$ cat src/rtl/alu_pkg.sv
// Shared ALU definitions: operation codes common to the controller and the
// execution stage, the FSM state encoding and the default datapath width.
package alu_pkg;

   localparam int ALU_WIDTH = 32;

   localparam logic [3:0] OP_ADD = 4'b0000;
   localparam logic [3:0] OP_SUB = 4'b0001;
   localparam logic [3:0] OP_MUL = 4'b0010;
   localparam logic [3:0] OP_AND = 4'b0011;
   localparam logic [3:0] OP_OR  = 4'b0100;
   localparam logic [3:0] OP_SLT = 4'b0101;
   localparam logic [3:0] OP_SLL = 4'b1000;
   localparam logic [3:0] OP_SRL = 4'b1001;
   localparam logic [3:0] OP_ROT = 4'b1010;
   localparam logic [3:0] OP_CL1 = 4'b1011;
   localparam logic [3:0] OP_CLZ = 4'b1100;

   typedef enum logic {
      ST_IDLE = 1'b0,
      ST_MUL  = 1'b1
   } alu_state_t;

endpackage

$ cat src/rtl/seq_multiplier.sv
// Iterative shift-add multiplier: one partial product per cycle while i_busy,
// o_product is the accumulator value after the step currently being taken.
module seq_multiplier #(
   parameter int WIDTH     = 32,
   parameter int MUL_STEPS = WIDTH
) (
   input  logic             i_clk,
   input  logic             i_srst,
   input  logic             i_load,
   input  logic             i_busy,
   input  logic [WIDTH-1:0] i_mcand,
   input  logic [WIDTH-1:0] i_mplier,
   output logic             o_last,
   output logic [WIDTH-1:0] o_product
);

   localparam int CW = (MUL_STEPS > 1) ? $clog2(MUL_STEPS) : 1;

   logic [WIDTH-1:0] r_acc;
   logic [WIDTH-1:0] r_mcand;
   logic [WIDTH-1:0] r_mplier;
   logic [CW-1:0]    r_count;
   logic [WIDTH-1:0] w_step_acc;

   // Exposing the post-step sum lets the caller capture the final iteration
   // on the same edge that performs it.
   assign w_step_acc = r_acc + (r_mplier[0] ? r_mcand : '0);
   assign o_product  = w_step_acc;
   assign o_last     = (r_count == CW'(MUL_STEPS - 1));

   always_ff @(posedge i_clk) begin
      if (i_srst) begin
         r_acc    <= '0;
         r_mcand  <= '0;
         r_mplier <= '0;
         r_count  <= '0;
      end else if (i_load) begin
         r_acc    <= '0;
         r_mcand  <= i_mcand;
         r_mplier <= i_mplier;
         r_count  <= '0;
      end else if (i_busy) begin
         r_acc    <= w_step_acc;
         r_mcand  <= r_mcand << 1;
         r_mplier <= r_mplier >> 1;
         r_count  <= r_count + 1'b1;
      end
   end

endmodule

$ cat src/rtl/multicycle_alu.sv
// Execution-stage ALU: single-cycle ops complete one edge after start, MUL
// iterates in seq_multiplier while busy holds the issuing stage.
module multicycle_alu
   import alu_pkg::*;
#(
   parameter int WIDTH     = ALU_WIDTH,
   parameter int MUL_STEPS = WIDTH
) (
   input  logic             Clk,
   input  logic             Rst,
   input  logic             start,
   input  logic [3:0]       ALUOp,
   input  logic [WIDTH-1:0] A,
   input  logic [WIDTH-1:0] B,
   output logic [WIDTH-1:0] result,
   output logic             zero,
   output logic             busy,
   output logic             done,
   output logic             illegal_op
);

   localparam int SHW   = $clog2(WIDTH);
   localparam int CNT_W = $clog2(WIDTH + 1);

   alu_state_t       r_state, r_state_next;
   logic [WIDTH-1:0] r_result, r_result_next;
   logic             r_zero, r_zero_next;
   logic             r_done, r_done_next;
   logic             r_illegal, r_illegal_next;

   logic [WIDTH-1:0] w_op_result;
   logic             w_op_legal;
   logic [WIDTH-1:0] w_rot;
   logic [SHW-1:0]   w_shamt;
   logic             w_mul_load;
   logic             w_mul_busy;
   logic             w_mul_last;
   logic [WIDTH-1:0] w_product;

   function automatic logic [CNT_W-1:0] lead_count(input logic [WIDTH-1:0] value,
                                                   input logic bit_val);
      logic [CNT_W-1:0] n;
      logic             run;
      n   = '0;
      run = 1'b1;
      for (int i = WIDTH - 1; i >= 0; i--) begin
         if (run && (value[i] == bit_val)) n = n + 1'b1;
         else run = 1'b0;
      end
      return n;
   endfunction

   assign w_shamt = B[SHW-1:0];

   // Rotate right: bit gi takes A[gi + amount], with the index wrapping mod WIDTH.
   generate
      for (genvar gi = 0; gi < WIDTH; gi++) begin : g_rot
         assign w_rot[gi] = A[SHW'(gi) + w_shamt];
      end
   endgenerate

   always_comb begin
      w_op_result = '0;
      w_op_legal  = 1'b1;
      case (ALUOp)
         OP_ADD:  w_op_result = A + B;
         OP_SUB:  w_op_result = A - B;
         OP_MUL:  w_op_result = '0;
         OP_AND:  w_op_result = A & B;
         OP_OR:   w_op_result = A | B;
         OP_SLT:  w_op_result = {{(WIDTH-1){1'b0}}, ($signed(A) < $signed(B))};
         OP_SLL:  w_op_result = A << w_shamt;
         OP_SRL:  w_op_result = A >> w_shamt;
         OP_ROT:  w_op_result = w_rot;
         OP_CL1:  w_op_result = WIDTH'(lead_count(A, 1'b1));
         OP_CLZ:  w_op_result = WIDTH'(lead_count(A, 1'b0));
         default: w_op_legal  = 1'b0;
      endcase
   end

   assign w_mul_busy = (r_state == ST_MUL);

   seq_multiplier #(
      .WIDTH     (WIDTH),
      .MUL_STEPS (MUL_STEPS)
   ) u_mul (
      .i_clk     (Clk),
      .i_srst    (Rst),
      .i_load    (w_mul_load),
      .i_busy    (w_mul_busy),
      .i_mcand   (A),
      .i_mplier  (B),
      .o_last    (w_mul_last),
      .o_product (w_product)
   );

   always_comb begin
      r_state_next   = r_state;
      r_result_next  = r_result;
      r_zero_next    = r_zero;
      r_done_next    = 1'b0;
      r_illegal_next = r_illegal;
      w_mul_load     = 1'b0;
      case (r_state)
         ST_IDLE: begin
            if (start) begin
               if (ALUOp == OP_MUL) begin
                  w_mul_load   = 1'b1;
                  r_state_next = ST_MUL;
               end else begin
                  r_result_next  = w_op_result;
                  r_zero_next    = (w_op_result == '0);
                  r_done_next    = 1'b1;
                  r_illegal_next = !w_op_legal;
               end
            end
         end
         ST_MUL: begin
            // start is deliberately not examined here: no queueing while busy.
            if (w_mul_last) begin
               r_result_next  = w_product;
               r_zero_next    = (w_product == '0);
               r_done_next    = 1'b1;
               r_illegal_next = 1'b0;
               r_state_next   = ST_IDLE;
            end
         end
         default: r_state_next = ST_IDLE;
      endcase
   end

   always_ff @(posedge Clk) begin
      if (Rst) begin
         r_state   <= ST_IDLE;
         r_result  <= '0;
         r_zero    <= 1'b1;
         r_done    <= 1'b0;
         r_illegal <= 1'b0;
      end else begin
         r_state   <= r_state_next;
         r_result  <= r_result_next;
         r_zero    <= r_zero_next;
         r_done    <= r_done_next;
         r_illegal <= r_illegal_next;
      end
   end

   assign result     = r_result;
   assign zero       = r_zero;
   assign busy       = w_mul_busy;
   assign done       = r_done;
   assign illegal_op = r_illegal;

endmodule
$ cat config.mk
export PLATFORM = sky130hd
export DESIGN_NAME = multicycle_alu
export DESIGN_NICKNAME = d
export VERILOG_FILES = /design/src/rtl/alu_pkg.sv /design/src/rtl/seq_multiplier.sv /design/src/rtl/multicycle_alu.sv
export SDC_FILE = /design/constraint.sdc
export NUM_CORES = 1
export LEC_CHECK = 0
export ABC_AREA = 1
export ABC_CLOCK_PERIOD_IN_PS = 23900
export BUFFER_PORTS_ARGS = -buffer_cell sky130_fd_sc_hd__buf_2
export CAP_MARGIN = 40
export CORE_MARGIN = 4
export CORE_UTILIZATION = 60
export DETAILED_ROUTE_END_ITERATION = 7
export PLACE_DENSITY_LB_ADDON = 0.2
export SYNTH_ARGS = -nofsm -noshare
export SYNTH_HDL_FRONTEND = slang
export SYNTH_SLANG_ARGS = --single-unit
export TNS_END_PERCENT = 30
$ cat constraint.sdc
create_clock -name Clk -period 23.9 [get_ports Clk]
set_clock_uncertainty 0.15 [all_clocks]
set_input_delay 5.975 -clock Clk [delete_from_list [all_inputs] [get_ports Clk]]
set_output_delay 5.975 -clock Clk [all_outputs]
set_load 0.1 [all_outputs]
==> flow_metrics.env <==
export IMPL_vias_per_cell=5.62
export IMPL_setup_slack_ns=1.27
export IMPL_synth_cell_types=57
export IMPL_instances_no_fill=4647
export IMPL_port_buffers=106
export IMPL_grt_pass1_wl_um=121000
export IMPL_start_util_pct=61.3
export IMPL_syn_inst=4100
export IMPL_maxSlewHeadroom_pct=37.5
export IMPL_cts_sinks=137
export IMPL_ys_flop_type="dfxtp_1"
export IMPL_synth_fp_nets=4373
export IMPL_cp_max_fo=9
export IMPL_antenna_found_initial=0
export IMPL_holdPathStages=2
export IMPL_cap_violations=0
export IMPL_postCtsSetupBuffers=0
export IMPL_wire_per_inst_um=16.5
export IMPL_avgSynthCellArea_um2=5.53
export IMPL_critPathTopFamily="adder cells"
export IMPL_power_density_mw_per_mm2=35.8
export IMPL_reg2regPathDepth=38
export IMPL_finalSetupViolations=0
export IMPL_p_switching_mw=0.362
export IMPL_critical_path_max_stage_delay_ns=0.36
export IMPL_nFillCells=3764
export IMPL_synth_warning_count=0
export IMPL_power_frac_seq_pct=27.5
export IMPL_gp_congestion=1.07
export IMPL_p_leak_nw=13.6
export IMPL_timing_final_crit_share_pct=94.7
export IMPL_slew_viol_final=0
export IMPL_grt_usage_pct=36.3
export IMPL_p_int_mw=0.507
export IMPL_hpwlAfterDp_um=61300
export IMPL_ctsResizeCount=0
export IMPL_path_buf_inv=10
export IMPL_rsz0062_at_grt="false"
export IMPL_first_pass_iters=8
export IMPL_cts_hold_buf=0
export IMPL_swShare_pct=41.7
export IMPL_required_ns=24.14
export IMPL_syn_area_mm2=0.0227
export IMPL_cts_tree="built"
export IMPL_vias=26124
export IMPL_core_area_mm2=0.0370
export IMPL_critical_path_class="input pin to register"
export IMPL_drc=0
export IMPL_synth_edff_count=0
export IMPL_hold_class="register to register"
export IMPL_drtIter0Drc=2573
export IMPL_wl_um=76700
export IMPL_nNetsFinal=4403
export IMPL_fp_dieW_um=202
export IMPL_slowest_stage="ha_1"
export IMPL_clock_latency_ns=0.44
export IMPL_crit_top_cell="nand2_1"
export IMPL_num_io_pins=107
export IMPL_clockPowerShare_pct=33.1
export IMPL_pre_cts_ws_ns=0.873
export IMPL_grt_max_degree=88
export IMPL_cts_buffers=17
export IMPL_placed_cells=4615
export IMPL_drtAntennaViolNets=0
export IMPL_status="completed"
export IMPL_peakVddDrop_mv=0.0604
export IMPL_diodes=0
export IMPL_path_depth=101
export IMPL_layout_drive_gt1_share_pct=8.23
export IMPL_worstMarginPinSlew_ns=0.937
export IMPL_h_tree_depth=4
export IMPL_grt_pass1_vias=23131
export IMPL_hold_viol_final=0
export IMPL_synthArstFlopShare_pct=0
export IMPL_fp_dieArea_mm2=0.0409
export IMPL_critPathCaptureType="register"
export IMPL_startpoint_type="input pin"
export IMPL_root_buffer="clkbuf_16"
export IMPL_yosys_register_bits=137
export IMPL_tns_ns=0
export IMPL_finalCriticalPeriod_ns=22.63
export IMPL_combPwrFrac_pct=39.4
export IMPL_cp_data_arrival_time_ns=22.87
export IMPL_grt_overflow_total=0
export IMPL_finalCoreUtilization_pct=65.6
export IMPL_ys_seq_area_share_pct=12.1
export IMPL_die_y_um=202
export IMPL_clk_pin_slew_ns=0.06
export IMPL_row_count=70
export IMPL_clk_path_buf_depth=2
export IMPL_syn_to_final_growth_pct=7.05
export IMPL_max_freq_ghz=0.0442
export IMPL_finalPower_mw=0.869
==> state kept, by name, summed over array words and instances, names as in the netlist <==
name	count
result	32
u_mul.r_acc	32
u_mul.r_mcand	32
u_mul.r_mplier	32
u_mul.r_count	5
busy	1
done	1
illegal_op	1
zero	1
==> routing by layer <==
layer / routed length (µm) / up-vias / global-route usage, %
met5: 0 / - / 0
met4: 4300 / 0 / 16.8
met3: 6760 / 244 / 5.92
met2: 32800 / 1168 / 57.7
met1: 32800 / 11408 / 48.2
li1: - / 13304 / -
==> Yosys cell counts, drive strengths merged (2+ instances only) <==
cell	number	area [µm²]
nand2	1320	5000
inv	660	2510
o21ai	349	1750
nand3	339	1730
nor2	323	1630
a21oi	207	1040
ha	199	2490
dfxtp	137	2740
clkbuf	110	413
xor2	59	517
or2	42	263
a31oi	39	244
nand4	38	253
o211ai	34	255
nor3	28	140
mux2i	27	270
o221ai	26	228
buf	19	92.6
a221oi	17	149
clkinv	16	60.1
o22ai	12	75.1
o31ai	12	90.1
o21a	11	82.6
o21bai	11	82.6
xnor2	10	87.6
and2	7	43.8
nor4	7	43.8
a211oi	6	45.0
a2111oi	5	43.8
o2111ai	5	43.8
a32o	4	40.0
nand3b	4	30.0
a21o	3	22.5
fa	3	60.1
a22oi	2	15.0
and3	2	12.5
o311ai	2	17.5
==> layout make-up <==
cell class	instances	area [µm²]	area share [%]
Inverter	676	2570	10.6
Timing Repair Buffer	141	823	3.39
Clock inverter	13	193	0.794
Clock buffer	19	453	1.87
Sequential cell	137	2740	11.3
Multi-Input combinational cell	3157	16800	69.4
Tap cell	504	631	2.60
==> cell usage in the layout (no fill, tap or decap), types with 34 or more instances in the layout <==
cell type  Yosys  final
a21oi_1      207    207
a31oi_1       39     39
buf_2          5    107
dfxtp_1      137    136
ha_1         199    199
inv_1        608    605
inv_2         39     43
nand2_1     1310   1310
nand3_1      333    333
nand4_1       37     37
nor2_1       270    268
nor2_4        35     36
o211ai_1      34     34
o21ai_0      348    348
or2_2         41     41
xor2_1        59     59
==> stage by stage <==
step,cell area (µm²),hold WS (ns)
after floorplan,22700,0.285
after global placement,23500,0.301
after CTS,24300,0.321
final,24300,0.322
after global routing,24300,0.338
after detailed placement,23600,0.310
==> final timing paths <==
path,from,end,slack [ns]
max reg2reg,u_mul.r_mplier[0],zero,17.24
min reg2reg,u_mul.r_acc[29],u_mul.r_acc[29],0.32
max,A[30],zero,1.27
min,u_mul.r_acc[29],u_mul.r_acc[29],0.32
==> power by group through the flow <==
stage	clock network, mW	registers, mW	logic (mW)
2_1_floorplan	0	0.277	0.197
6_report	0.288	0.239	0.342
5_1_grt	0.301	0.239	0.375
3_5_place_dp	0	0.244	0.331
4_1_cts	0.290	0.239	0.332
3_3_place_gp	0	0.244	0.329
==> worst reg2reg max path: cells and delay by family (launching register included) <==
family / cells / cell delay [ns]
adder cells (fa/ha/maj): 2 / 0.54
buffers and inverters: 4 / 0.51
flip-flops: 1 / 0.33
XOR/XNOR: 1 / 0.11
AO/OA/AOI/OAI: 10 / 1.83
AND/OR/NAND/NOR: 21 / 3.14
==> kinds of logic after synthesis <==
logic type      synth area share, %
simple gates                   40.5
xor+xnor                       2.67
compound gates                 18.7
fa+ha+maj                      11.3
flops                          12.1
buf+inv                        13.6
mux                            1.19
(Power assumes the default switching activity.)
